`config.mk`:
```
export PLATFORM = sky130hd
export DESIGN_NAME = uart_tx_arbiter
export DESIGN_NICKNAME = d
export VERILOG_FILES = /design/src/rtl/uart_tx_arbiter.sv
export SDC_FILE = /design/constraint.sdc
export NUM_CORES = 1
export LEC_CHECK = 0
export CAP_MARGIN = 40
export CORE_ASPECT_RATIO = 0.8
export CORE_MARGIN = 4
export CORE_UTILIZATION = 54
export CTS_CLUSTER_DIAMETER = 80
export CTS_CLUSTER_SIZE = 20
export DETAILED_ROUTE_END_ITERATION = 10
export PLACE_DENSITY = 0.8
export SLEW_MARGIN = 20
export SYNTH_ARGS = -nofsm -noshare
export SYNTH_HDL_FRONTEND = slang
export SYNTH_SLANG_ARGS = --single-unit
```
`constraint.sdc`:
```
create_clock -name sys_clk -period 2.3 [get_ports sys_clk]
set_input_delay 0.345 -clock sys_clk [delete_from_list [all_inputs] [get_ports sys_clk]]
set_output_delay 0.345 -clock sys_clk [all_outputs]
set_load 0.005 [all_outputs]
```
`src/rtl/uart_tx_arbiter.sv`:
```
// Four-requester byte arbiter feeding a single UART transmitter.
// Define UART_ARB_FIXED_PRIO_EN for fixed priority instead of round-robin.
module uart_tx_arbiter #(
  parameter int GAP_CYCLES = 16,
  parameter int BUSY_WAIT  = 4
) (
  input  logic        sys_clk,
  input  logic        sys_rst_n,
  input  logic [3:0]  req_en,
  input  logic [31:0] req_data,
  output logic [3:0]  pending,
  output logic [3:0]  req_drop,
  output logic        tx_start,
  output logic [7:0]  tx_data,
  output logic [1:0]  tx_src,
  input  logic        tx_busy
);

  typedef enum logic [2:0] {
    IDLE,
    START,
    WAIT_BUSY,
    WAIT_DONE,
    GAP
  } state_e;

  localparam int CW = 16;
  localparam int BW_EFF = (BUSY_WAIT > 0) ? BUSY_WAIT : 1;
  localparam int GP_EFF = (GAP_CYCLES > 0) ? GAP_CYCLES : 1;
  localparam logic [CW-1:0] BW_LAST = CW'(BW_EFF - 1);
  localparam logic [CW-1:0] GAP_LAST = CW'(GP_EFF - 1);
  localparam state_e DONE_NEXT = (GAP_CYCLES > 0) ? GAP : IDLE;

  state_e          state_q, state_d;
  logic [CW-1:0]   cnt_q, cnt_d;
  logic [3:0][7:0] slot_q, slot_d;
  logic [3:0]      pending_q, pending_d;
  logic [3:0]      drop_q, drop_d;
  logic            start_q, start_d;
  logic [7:0]      data_q, data_d;
  logic [1:0]      src_q, src_d;
`ifndef UART_ARB_FIXED_PRIO_EN
  logic [1:0]      rr_q, rr_d;
  logic [1:0]      idx;
`endif

  logic [1:0] win;
  logic       found;
  logic [3:0] gnt;

  always_comb begin
    win   = 2'd0;
    found = |pending_q;
`ifdef UART_ARB_FIXED_PRIO_EN
    for (int k = 3; k >= 0; k--) begin
      if (pending_q[k]) win = 2'(k);
    end
`else
    idx = 2'd0;
    // Descending scan so the nearest requester after the pointer wins.
    for (int k = 3; k >= 0; k--) begin
      idx = rr_q + 2'(k);
      if (pending_q[idx]) win = idx;
    end
`endif
  end

  always_comb begin
    state_d = state_q;
    cnt_d   = cnt_q;
    data_d  = data_q;
    src_d   = src_q;
    start_d = 1'b0;
    gnt     = 4'd0;
`ifndef UART_ARB_FIXED_PRIO_EN
    rr_d    = rr_q;
`endif
    unique case (state_q)
      IDLE: begin
        if (found) begin
          gnt     = 4'd1 << win;
          data_d  = slot_q[win];
          src_d   = win;
          start_d = 1'b1;
          state_d = START;
`ifndef UART_ARB_FIXED_PRIO_EN
          rr_d    = win + 2'd1;
`endif
        end
      end
      START: begin
        cnt_d   = '0;
        state_d = WAIT_BUSY;
      end
      WAIT_BUSY: begin
        if (tx_busy) begin
          state_d = WAIT_DONE;
        end else if (cnt_q == BW_LAST) begin
          cnt_d   = '0;
          state_d = DONE_NEXT;
        end else begin
          cnt_d = cnt_q + 1'b1;
        end
      end
      WAIT_DONE: begin
        if (!tx_busy) begin
          cnt_d   = '0;
          state_d = DONE_NEXT;
        end
      end
      GAP: begin
        if (cnt_q == GAP_LAST) state_d = IDLE;
        else cnt_d = cnt_q + 1'b1;
      end
      default: state_d = IDLE;
    endcase
  end

  always_comb begin
    slot_d = slot_q;
    drop_d = 4'd0;
    for (int i = 0; i < 4; i++) begin
      if (req_en[i] && (!pending_q[i] || gnt[i]))
        slot_d[i] = req_data[8*i +: 8];
      drop_d[i] = req_en[i] & pending_q[i] & ~gnt[i];
    end
    pending_d = req_en | (pending_q & ~gnt);
  end

  always_ff @(posedge sys_clk or negedge sys_rst_n) begin
    if (!sys_rst_n) begin
      state_q   <= IDLE;
      cnt_q     <= '0;
      slot_q    <= '0;
      pending_q <= 4'd0;
      drop_q    <= 4'd0;
      start_q   <= 1'b0;
      data_q    <= 8'd0;
      src_q     <= 2'd0;
`ifndef UART_ARB_FIXED_PRIO_EN
      rr_q      <= 2'd0;
`endif
    end else begin
      state_q   <= state_d;
      cnt_q     <= cnt_d;
      slot_q    <= slot_d;
      pending_q <= pending_d;
      drop_q    <= drop_d;
      start_q   <= start_d;
      data_q    <= data_d;
      src_q     <= src_d;
`ifndef UART_ARB_FIXED_PRIO_EN
      rr_q      <= rr_d;
`endif
    end
  end

  assign pending  = pending_q;
  assign req_drop = drop_q;
  assign tx_start = start_q;
  assign tx_data  = data_q;
  assign tx_src   = src_q;

endmodule
```
==> metrics.md, run 1 <==
| Metric | Value |
|---|---|
| Largest net degree at the start of global routing | 49 |
| Synthesized netlist cell count | 380 |
| DR DRC count | 0 |
| Die W | 100 um |
| Syn-to-layout area delta | 24.4% |
| Flops & latches, synth | 72 |
| Initial Utilization | 56.5% |
| Post-synthesis sequential area ratio | 49.0% |
| RSZ-0062 raised after global routing | true |
| Warnings, synthesis | 0 |
| CTS sink count | 72 |
| Final slew viol count | 0 |
| Mean routed wirelength per cell | 17.2 um |
| CP arrival | 2.41 ns |
| Post-synth top area share | 49.0% |
| ANT nets after route | 0 |
| Reg-to-Reg End | cnt_q[15]$_DFFE_PN0P_ |
| Achievable Freq | 467 MHz |
| # diodes | 0 |
| Reg-to-reg slack, setup | 0.16 ns |
| Largest area contributor in the netlist | dfrtp_1 |
| Worst Reg-to-Reg Cells | 7 |
| Vias in the first global route | 3010 |
| Worst min-delay path category | reg2reg |
| Met1 wire length | 4160 um |
| Dpl cells | 512 |
| Final Setup Violations | 0 |
| CTS Root Cell | clkbuf_8 |
| Clock Latency Late Sink | 0.35 ns |
| Routability cong. | 0.897 |
| Final Net Count | 480 |
| Fin Clk Skew | 0.0105 ns |
| Placed Instance Area | 4360 um2 |
| Syn avg cell area | 9.68 um2 |
| Max-Cap Viols | 0 |
| Worst Setup End Kind | flop |
| Final period demand of the worst path | 2.14 ns |
| Post-synth EDFFs | 0 |
| Max layer used | met4 |
| Synth Cell Area | 3680 um2 |
| Reg clk slew, reported paths | 0.07 ns |
| Via density | 6.00 |
| Post-Layout Cell Count | 527 |
| Transition time of the tightest slew-check pin | 0.613 ns |
| Final Instance Area | 4570 um2 |
| Violation count after the first detailed-route iteration | 156 |
| Synth top area cells | dfrtp_1 49%, nand2_1 7.0%, o211ai_1 6.7% |
| Maximum vdd drop | 661 uV |
| Status | complete, no violations |
| IO Port Bufs | 57 |
| Share of post-route cells with drive strength above 1 | 9.93% |
| Worst Hold Depth | 2 |
| First-pass GRT wire length | 15000 um |
| Yosys cell types | 49 |
| Pwr dens | 1310 nW/um2 |
| Max Root-Sink Buffers | 2 |
| Total chip power | 5970 uW |
| Crit Path Category | reg2reg |
| Detailed placement HPWL | 6410 um |
| HP Start | tx_src[1]$_DFFE_PN0P_ |
| Synth async-reset ratio | 100% |
| Vias | 3160 |
| Final Hold Viols | 0 |
| P_leak | 0.00188 uW |
| Die area | 8200 um2 |
| Launch point of the worst reg-to-reg path | cnt_q[4]$_DFFE_PN0P_ |
| Die height | 81.8 um |
| Post-Syn Nets | 420 |
| Max_slew headroom | 59.1% |
| Worst Path Required | 2.56 ns |
| Total Neg Setup Slack | 0 ns |
| H-tree levels | 3 |
| Final wirelength | 9040 um |
| Ports | 58 |
| Tcrit/Tclk final | 93.2% |
| Hold endpoint | tx_src[1]$_DFFE_PN0P_ |
| Top_reg_cell synth | dfrtp_1 |
| Total CTS buffers | 9 |
| Drt pass-1 iters | 4 |
| Initial antenna violation count | 0 |
| Startpoint class of the critical path | flop |
| CTS tree | yes |
| Routed length on met3 | 704 um |
| GRT Overall Usage | 23.6% |
| Core Rows | 26 |
| Worst Path Max Fanout | 13 |
| Routed wl met2 | 4070 um |
| Grt total ovfl | 0 |
| Postcts setup bufs | 0 |
| Core area | 6510 um2 |
## synth_stat cells, types with 5 or more instances
cell      instances
o221ai_1          8
o211ai_1         33
nand4_1           5
buf_2             8
o22ai_1          16
inv_1             7
dfrtp_1          72
nand2_1          69
nor2_1           18
mux2i_1          16
nand2b_1         19
o21ai_0           5
nor4_1            9
nand3_1           7
clkbuf_1         13
xnor2_1          13
## worst max-delay path, cell delays in order (launching register included)
cell,delay [ns]
dfrtp_1,0.45
nor4_1,0.47
and4b_1,0.36
or2_1,0.24
buf_4,0.18
nor2_1,0.05
buf_4,0.19
a21oi_1,0.13
## sequential cells by signal, summed over array words and instances, names as in the netlist
signal / count
state_q: 3
pending: 4
req_drop: 4
cnt_q: 16
rr_q: 2
tx_src: 2
slot_q: 32
tx_start: 1
tx_data: 8
## cells in the final DEF (no fill, tap or decap), types with 9 or more instances in the layout
cell type        instances
buf_4                   17
clkbuf_8                11
clkdlybuf4s50_1         56
dfrtp_1                 72
mux2i_1                 16
nand2_1                 69
nand2b_1                19
nor2_1                  18
nor4_1                   9
o211ai_1                33
o22ai_1                 16
xnor2_1                 13
## how the worst max path moves through the flow
stage	startpoint	end	slack (ns)	cells after the start
detailed placement	tx_busy	cnt_q[13]$_DFFE_PN0P_	0.13	5
finish	cnt_q[4]$_DFFE_PN0P_	cnt_q[15]$_DFFE_PN0P_	0.16	7
global route	pending[1]$_DFF_PN0_	pending[1]$_DFF_PN0_	0.00009	6
CTS	pending[1]$_DFF_PN0_	slot_q[15]$_DFFE_PN0P_	0.09	7
floorplan	state_q[1]$_DFFE_PN0P_	pending[3]$_DFF_PN0_	0.29	7
global placement	tx_busy	cnt_q[13]$_DFFE_PN0P_	0.17	5
## stage by stage
stage	util (%)	hold WS, ns	setup slack [ns]
final	70.3	0.481	0.157
after global routing	70.3	0.529	0.0000908
after detailed placement	66.9	0.360	0.133
after global placement	66.9	0.356	0.165
after CTS	70.1	0.489	0.0935
after floorplan	-	0.0494	0.291
## where the power goes
group	total (uW)	internal, uW	leakage [uW]	switching (uW)
Combinational	2820	1320	0.000927	1490
Sequential	2150	1740	0.000853	413
Clock	1010	547	0.0000973	461
Total	5970	3600	0.00188	2370
## cells by family after synthesis
group / count (synthesis) / synth area share (%)
xor+xnor: 13 / 3.10
compound gates: 87 / 17.3
buf+inv: 33 / 4.15
simple gates: 158 / 21.7
fa+ha+maj: 1 / 0.340
flops: 72 / 49.0
mux: 16 / 4.36
## layer usage
metal / vias to the layer above / global-route usage, %
met5: - / 0
met4: 0 / 6.59
met3: 8 / 6.62
met2: 127 / 34.1
met1: 1536 / 34.7
li1: 1489 / -
## final cells by class
type | instances | area, um2
Multi-Input combinational cell | 275 | 1740
Inverter | 7 | 26.3
Clock buffer | 11 | 151
Tap cell | 84 | 105
Timing Repair Buffer | 75 | 703
Fill cell | 524 | 1930
Clock inverter | 3 | 42.5
Sequential cell | 72 | 1800
## what timing repair did
action | 4_1_cts | 5_1_grt
hold buffers | 1 | 0
gates resized for setup | 0 | 4
hold endpoints to repair | 24 | 0
endpoints found under the setup margin | 0 | 27
(Power assumes the default switching activity.)
==> run 2: changes to the inputs <==
- CORE_UTILIZATION: 54 -> 49
- PLACE_DENSITY: 0.8 -> 0.77
- clock period: 2.3 -> 1.8 ns (I/O delays scaled with it)
==> metrics.md, run 2 (synthesized netlist as in run 1, its figures left out) <==
| Metric | Value |
|---|---|
| Status | finished with violations |
| Failing checks | negative setup slack |
| Tcrit/Tclk final | 113% (+19 points) |
| Final Hold Viols | 0 (unchanged) |
| Die W | 105 um (+4.6%) |
| Core area | 7090 um2 (+9.0%) |
| Violation count after the first detailed-route iteration | 249 (+60%) |
| Detailed placement HPWL | 6980 um (+8.8%) |
| CTS sink count | 72 (unchanged) |
| WHS | 0.453 ns (-0.0283 ns) |
| Transition time of the tightest slew-check pin | 0.574 ns (-0.0395 ns) |
| Syn-to-layout area delta | 55.6% |
| Most common cell after layout, fill and taps aside | dfrtp_1 |
| Achievable Freq | 494 MHz (+5.8%) |
| P_leak | 0.00230 uW (+23%) |
| Pwr dens | 1800 nW/um2 (+38%) |
| CTS Root Cell | clkbuf_8 |
| Worst Hold Depth | 3 (+1) |
| Die height | 85.5 um (+4.5%) |
| Dpl cells | 559 (+9.2%) |
| Worst Path Required | 2.05 ns (-0.51 ns) |
| Via density | 6.22 (+3.7%) |
| Placed Instance Area | 4750 um2 (+9.0%) |
| Drt pass-1 iters | 5 (+1) |
| Final wirelength | 12800 um (+41%) |
| Initial Utilization | 51.8% (-4.7 points) |
| IO Port Bufs | 57 (unchanged) |
| Most flops, register | slot_q |
| Final period demand of the worst path | 2.03 ns (-0.117 ns) |
| Initial antenna violation count | 0 (unchanged) |
| Final slew viol count | 0 (unchanged) |
| Ports | 58 (unchanged) |
| Reg-to-reg slack, setup | -0.23 ns (-0.38 ns) |
| # diodes | 0 (unchanged) |
| Share of post-route cells with drive strength above 1 | 36.1% (+26 points) |
| First-pass GRT wire length | 17000 um (+14%) |
| Final Net Count | 542 (+13%) |
| Most frequent cells in the layout | 69 x dfrtp_1, 68 x nand2_1, 55 x clkdlybuf4s50_1 |
| Hold endpoint | slot_q[10]$_DFFE_PN0P_ |
| Worst Setup End Kind | flop |
| Maximum vdd drop | 818 uV (+24%) |
| Post-Layout Cell Count | 594 (+13%) |
| Fin Clk Skew | 0.0155 ns (+0.00494 ns) |
| Reg-to-Reg End | pending[3]$_DFF_PN0_ |
| Largest net degree at the start of global routing | 73 (+49%) |
| Startpoint class of the critical path | flop |
| Reg clk slew, reported paths | 0.09 ns (+0.02 ns) |
| DR DRC count | 0 (unchanged) |
| Crit Path Category | reg2reg |
| Final Setup Violations | 60 (+60) |
| Launch point of the worst reg-to-reg path | pending[0]$_DFF_PN0_ |
| Grt total ovfl | 0 (unchanged) |
| Max Root-Sink Buffers | 2 (unchanged) |
| Total Neg Setup Slack | -6.49 ns (-6.49 ns) |
| GRT Overall Usage | 23.6% (+0.046 points) |
| Vias | 3692 (+17%) |
| Mean routed wirelength per cell | 21.5 um (+25%) |
| CTS tree | yes |
| Die area | 8960 um2 (+9.3%) |
| Worst setup margin | -0.226 ns (-0.383 ns) |
| HP Start | req_data[10] |
| Final Instance Area | 5720 um2 (+25%) |
| H-tree levels | 3 (unchanged) |
| Routability cong. | 0.845 (-5.8%) |
| Max-Cap Viols | 0 (unchanged) |
| Total CTS buffers | 9 (unchanged) |
| ANT nets after route | 0 (unchanged) |
| Core Rows | 27 (+3.8%) |
| RSZ-0062 raised after global routing | true |
| CP arrival | 2.27 ns (-0.14 ns) |
| Max FFs per register | 32 (unchanged) |
| Max_slew headroom | 61.7% (+2.5 points) |
| Worst min-delay path category | in2reg |
| Vias in the first global route | 3483 (+16%) |
| Final core occ | 80.6% (+10 points) |
| Clock Latency Late Sink | 0.38 ns (+0.03 ns) |
| Worst Path Max Fanout | 10 (-3) |
| Worst Reg-to-Reg Cells | 5 (-2) |
==> run 2: final cells by class <==
cell class	instances	area (um2)
multi-input combinational	275	2250
sequential	72	1810
fill	394	1370
timing repair buffer	137	1320
clock buffer	10	128
tap	87	109
clock inverter	6	91.3
inverter	7	26.3
==> run 2: where the power goes <==
part	internal [uW]	leakage [uW]	total, uW	switching (uW)
Combinational	3050	0.00134	6010	2960
Sequential	2220	0.000850	2840	619
Clock	788	0.000111	1460	675
==> run 2: timing repair <==
item                                    in CTS  in global routing
pin swaps                                   16                 29
gates resized for setup                     47                 80
endpoints found under the setup margin      62                 59
hold buffers                                 1                  0
hold endpoints to repair                    72                  0
buffers inserted                             4                 11
cloned                                       0                  3
==> run 2: worst max path at each step <==
stage	start	endpoint	cells past startpoint
after global routing	pending[3]$_DFF_PN0_	pending[3]$_DFF_PN0_	7
final	pending[0]$_DFF_PN0_	pending[3]$_DFF_PN0_	5
after global placement	tx_busy	cnt_q[15]$_DFFE_PN0P_	6
after floorplan	state_q[2]$_DFFE_PN0P_	pending[3]$_DFF_PN0_	7
after CTS	pending[0]$_DFF_PN0_	slot_q[30]$_DFFE_PN0P_	7
after detailed placement	tx_busy	cnt_q[15]$_DFFE_PN0P_	6
==> run 2: metrics by stage <==
stage / setup WS (ns) / total power (uW)
after detailed placement: -0.166 / 6760
after floorplan: -0.184 / 5140
after global placement: -0.104 / 6600
final: -0.226 / 10300
after CTS: -0.0936 / 8800
after global routing: -0.275 / 10800
==> run 2: worst max-delay path, cell delays in order, from the launching register on <==
cell and delay (ns):
dfrtp_1 0.44, nor2b_4 0.17, o21ba_4 0.20, or4b_4 0.55
o21a_4 0.29, or2_1 0.26
==> run 2: routing by layer <==
metal	wire length (um)	share of wire, %	track usage (%)	vias up
met3	1090	8.5	6.69	38
met4	400	3.1	6.67	0
li1	-	-	-	1622
met5	0	0	0	-
met1	5040	39	31.7	1808
met2	6230	49	37.7	224
==> run 3: changes to the inputs <==
--- a/config.mk
+++ b/config.mk
@@ -7,2 +7,3 @@
 export LEC_CHECK = 0
+export ABC_AREA = 1
 export CAP_MARGIN = 40
@@ -14,3 +15,3 @@
 export DETAILED_ROUTE_END_ITERATION = 10
-export PLACE_DENSITY = 0.77
+export PLACE_DENSITY = 0.76
 export SLEW_MARGIN = 20
--- a/constraint.sdc
+++ b/constraint.sdc
@@ -3,2 +3,2 @@
 set_output_delay 0.27 -clock sys_clk [all_outputs]
-set_load 0.005 [all_outputs]
+set_load 0.01 [all_outputs]
==> metrics.md, run 3 <==
| Metric | Value |
|---|---|
| Transition time of the tightest slew-check pin | 0.517 ns (-0.0568 ns) |
| Flops & latches, synth | 72 (unchanged) |
| Cell Chain, Critical Path | inv_4 > nand2_2 > nand2_2 > nand2_1 > nand2_2 > nand2_4 > a21oi_4 > nand4_4 > nand2_4 > nand2_4 > nand2_1 > nand2_1 |
| Achievable Freq | 526 MHz (+6.7%) |
| Share of post-route cells with drive strength above 1 | 24.8% (-11 points) |
| Maximum vdd drop | 1050 uV (+29%) |
| Largest net degree at the start of global routing | 30 (-59%) |
| Syn-to-layout area delta | 41.4% |
| CTS sink count | 72 (unchanged) |
| Warnings, synthesis | 0 (unchanged) |
| P_leak | 0.00280 uW (+22%) |
| IO Port Bufs | 57 (unchanged) |
| Synthesized netlist cell count | 531 (+40%) |
| Detailed placement HPWL | 7170 um (+2.8%) |
| Final Instance Area | 5620 um2 (-1.7%) |
| Die area | 9630 um2 (+7.4%) |
| Crit-path max cell delay | 0.48 ns (-0.07 ns) |
| Ports | 58 (unchanged) |
| Syn avg cell area | 7.49 um2 (-23%) |
| Final Hold Viols | 0 (unchanged) |
| Reg clk slew, reported paths | 0.08 ns (about the same) |
| Tcrit/Tclk final | 106% (-7.0 points) |
| Largest area contributor in the netlist | dfrtp_1 |
| Failing checks | negative setup slack |
| Initial antenna violation count | 0 (unchanged) |
| Post-synth top area share | 45.3% (-3.7 points) |
| Clock Latency Late Sink | 0.35 ns (-0.03 ns) |
| First-pass GRT wire length | 16700 um (-1.7%) |
| ANT nets after route | 0 (unchanged) |
| Vias in the first global route | 3702 (+6.3%) |
| RSZ-0062 raised after global routing | true |
| Worst Path Max Fanout | 8 (-2) |
| Final Net Count | 666 (+23%) |
| Die W | 109 um (+3.7%) |
| Routability cong. | 0.919 (+8.7%) |
| Crit Path Category | reg2reg |
| Worst min-delay path category | in2async |
| Synth top area cells | dfrtp_1 45%, nand2_1 16%, nand3_1 10% |
| Final slew viol count | 0 (unchanged) |
| Total CTS buffers | 9 (unchanged) |
| WHS | 0.410 ns (-0.0432 ns) |
| Post-synth EDFFs | 0 (unchanged) |
| Status | finished with violations |
| Most frequent cells in the layout | 128 x nand2_1, 74 x inv_1, 69 x dfrtp_1 |
| Final wirelength | 10800 um (-15%) |
| GRT Overall Usage | 22.0% (-1.6 points) |
| Grt total ovfl | 0 (unchanged) |
| Slowest stage cell, crit path | dfrtp_2 |
| Worst Path Required | 2.03 ns (-0.02 ns) |
| Mean routed wirelength per cell | 14.7 um (-32%) |
| Max-Cap Viols | 0 (unchanged) |
| Synth Cell Area | 3980 um2 (+8.1%) |
| Drt pass-1 iters | 5 (unchanged) |
| Most flops, register | slot_q |
| Dpl cells | 713 (+28%) |
| Most frequent cell after synthesis | nand2_1 |
| Final Setup Violations | 42 (-30%) |
| Post-Layout Cell Count | 738 (+24%) |
| Die height | 88.6 um (+3.6%) |
| Fin Clk Skew | 0.0125 ns (-0.00302 ns) |
| Fill count | 602 (+53%) |
| Max_slew headroom | 65.4% (+3.8 points) |
| Violation count after the first detailed-route iteration | 233 (-6.4%) |
| H-tree levels | 3 (unchanged) |
| CTS Root Cell | clkbuf_8 |
| Startpoint class of the critical path | flop |
| Pwr dens | 1940 nW/um2 (+7.9%) |
| Core area | 7910 um2 (+11%) |
| Initial Utilization | 50.3% (-1.6 points) |
| Max FFs per register | 32 (unchanged) |
| DR DRC count | 0 (unchanged) |
| Post-synth top cells | 169 x nand2_1, 81 x nand3_1, 75 x inv_1 |
| Most common cell after layout, fill and taps aside | nand2_1 |
| Worst setup margin | -0.0996 ns (+0.126 ns) |
| Top_reg_cell synth | dfrtp_1 |
| Final period demand of the worst path | 1.90 ns (-0.126 ns) |
| Via density | 5.23 (-16%) |
| Core Rows | 29 (+7.4%) |
| # diodes | 0 (unchanged) |
| Post-Syn Nets | 571 (+36%) |
| Post-synthesis sequential area ratio | 45.3% (-3.7 points) |
| Max Root-Sink Buffers | 2 (unchanged) |
| CTS tree | yes |
| Yosys cell types | 29 (-41%) |
| Worst Reg-to-Reg Cells | 12 (+7) |
| Worst Setup End Kind | flop |
| CP arrival | 2.13 ns (-0.14 ns) |
| Synth async-reset ratio | 100% (unchanged) |
| Vias | 3860 (+4.6%) |
| Placed Instance Area | 4890 um2 (+3.0%) |
run 3: changes by cell type in the layout (fill, tap and decap cells not counted), moves of 11 or more:
cell      previous run  this run
inv_1                6        74
buf_4               51        27
nand2b_1            17         0
nand2_2              0        39
mux2i_2             11         0
xor2_1               0        12
o22ai_1             11         0
nand3_1              7        62
nand2_1             68       128
buf_6               22         9
nand2_4              1        12
o21ai_0              2        21
nand3_2              0        19
o211ai_1            33        13
run 3: cells by family (layout without fill, tap and decap cells):
| group | Yosys count | count (layout) | synth area share [%] |
|---|---|---|---|
| fa+ha+maj | 1 | 1 | 0.315 |
| flops | 72 | 72 | 45.3 |
| simple gates | 302 | 303 | 34.1 |
| compound gates | 43 | 43 | 6.73 |
| buf+inv | 101 | 199 | 10.9 |
| xor+xnor | 12 | 12 | 2.64 |
run 3: final cells by class:
| class | count | area, um2 | area share [%] |
|---|---|---|---|
| multi-input cells | 359 | 2090 | 37.3 |
| flip-flops and latches | 72 | 1810 | 32.1 |
| repair buffers | 101 | 1020 | 18.1 |
| inverters | 82 | 317 | 5.63 |
| clock buffers | 10 | 138 | 2.45 |
| well taps | 108 | 135 | 2.40 |
| clock inverters | 5 | 105 | 1.87 |
| repair inverters | 1 | 7.51 | 0.134 |
run 3: final timing paths:
check                                       start                endpoint  slack, ns
max                           rr_q[0]$_DFFE_PN0P_  slot_q[19]$_DFFE_PN0P_       -0.1
min reg2reg                slot_q[20]$_DFFE_PN0P_  slot_q[20]$_DFFE_PN0P_       0.49
min in group sys_clk                 req_data[16]  slot_q[16]$_DFFE_PN0P_       0.47
max reg2reg                   rr_q[0]$_DFFE_PN0P_  slot_q[19]$_DFFE_PN0P_       -0.1
min                                     sys_rst_n  state_q[0]$_DFFE_PN0P_       0.41
max in group asynchronous               sys_rst_n     rr_q[1]$_DFFE_PN0P_       0.84
run 3: where the power goes:
part | switching (uW) | internal, uW | leakage (uW)
clock network | 629 | 951 | 0.000115
logic | 3860 | 2820 | 0.00178
registers | 445 | 2220 | 0.000911
run 3: layer usage:
metal | vias up | track usage, % | routed length (um) | share of wire [%]
li1 | 1870 | - | - | -
met1 | 1862 | 28.7 | 4730 | 44
met2 | 106 | 37.0 | 5330 | 49
met3 | 22 | 4.74 | 536 | 4.9
met4 | 0 | 7.34 | 249 | 2.3
met5 | - | 0 | 0 | 0
run 3: worst max-delay path: cells and delay by family (launching register included):
kind,cells,cell delay [ns]
DFF,1,0.48
buffers and inverters,1,0.12
AOI/OAI and AO/OA,1,0.20
and+or+nand+nor,10,0.97
run 3: through the flow:
| step | util [%] | worst slack [ns] | setup TNS (ns) | total power [uW] |
|---|---|---|---|---|
| final | 71.1 | -0.0996 | -1.61 | 10900 |
| after global routing | 71.1 | -0.240 | -7.69 | 11700 |
| after CTS | 67.1 | -0.0222 | -0.141 | 9790 |
| after detailed placement | 61.8 | -0.0841 | -1.55 | 7690 |
| after global placement | 61.8 | 0.00241 | 0 | 7570 |
| after floorplan | - | 0.0537 | 0 | 5850 |
run 3: what timing repair did:
action	in CTS	in global routing
setup endpoints to repair	42	64
pin swaps	24	27
endpoints found under the hold margin	17	0
setup buffers	4	1
resized for setup	32	73
hold buffers	1	0
cloned	1	3
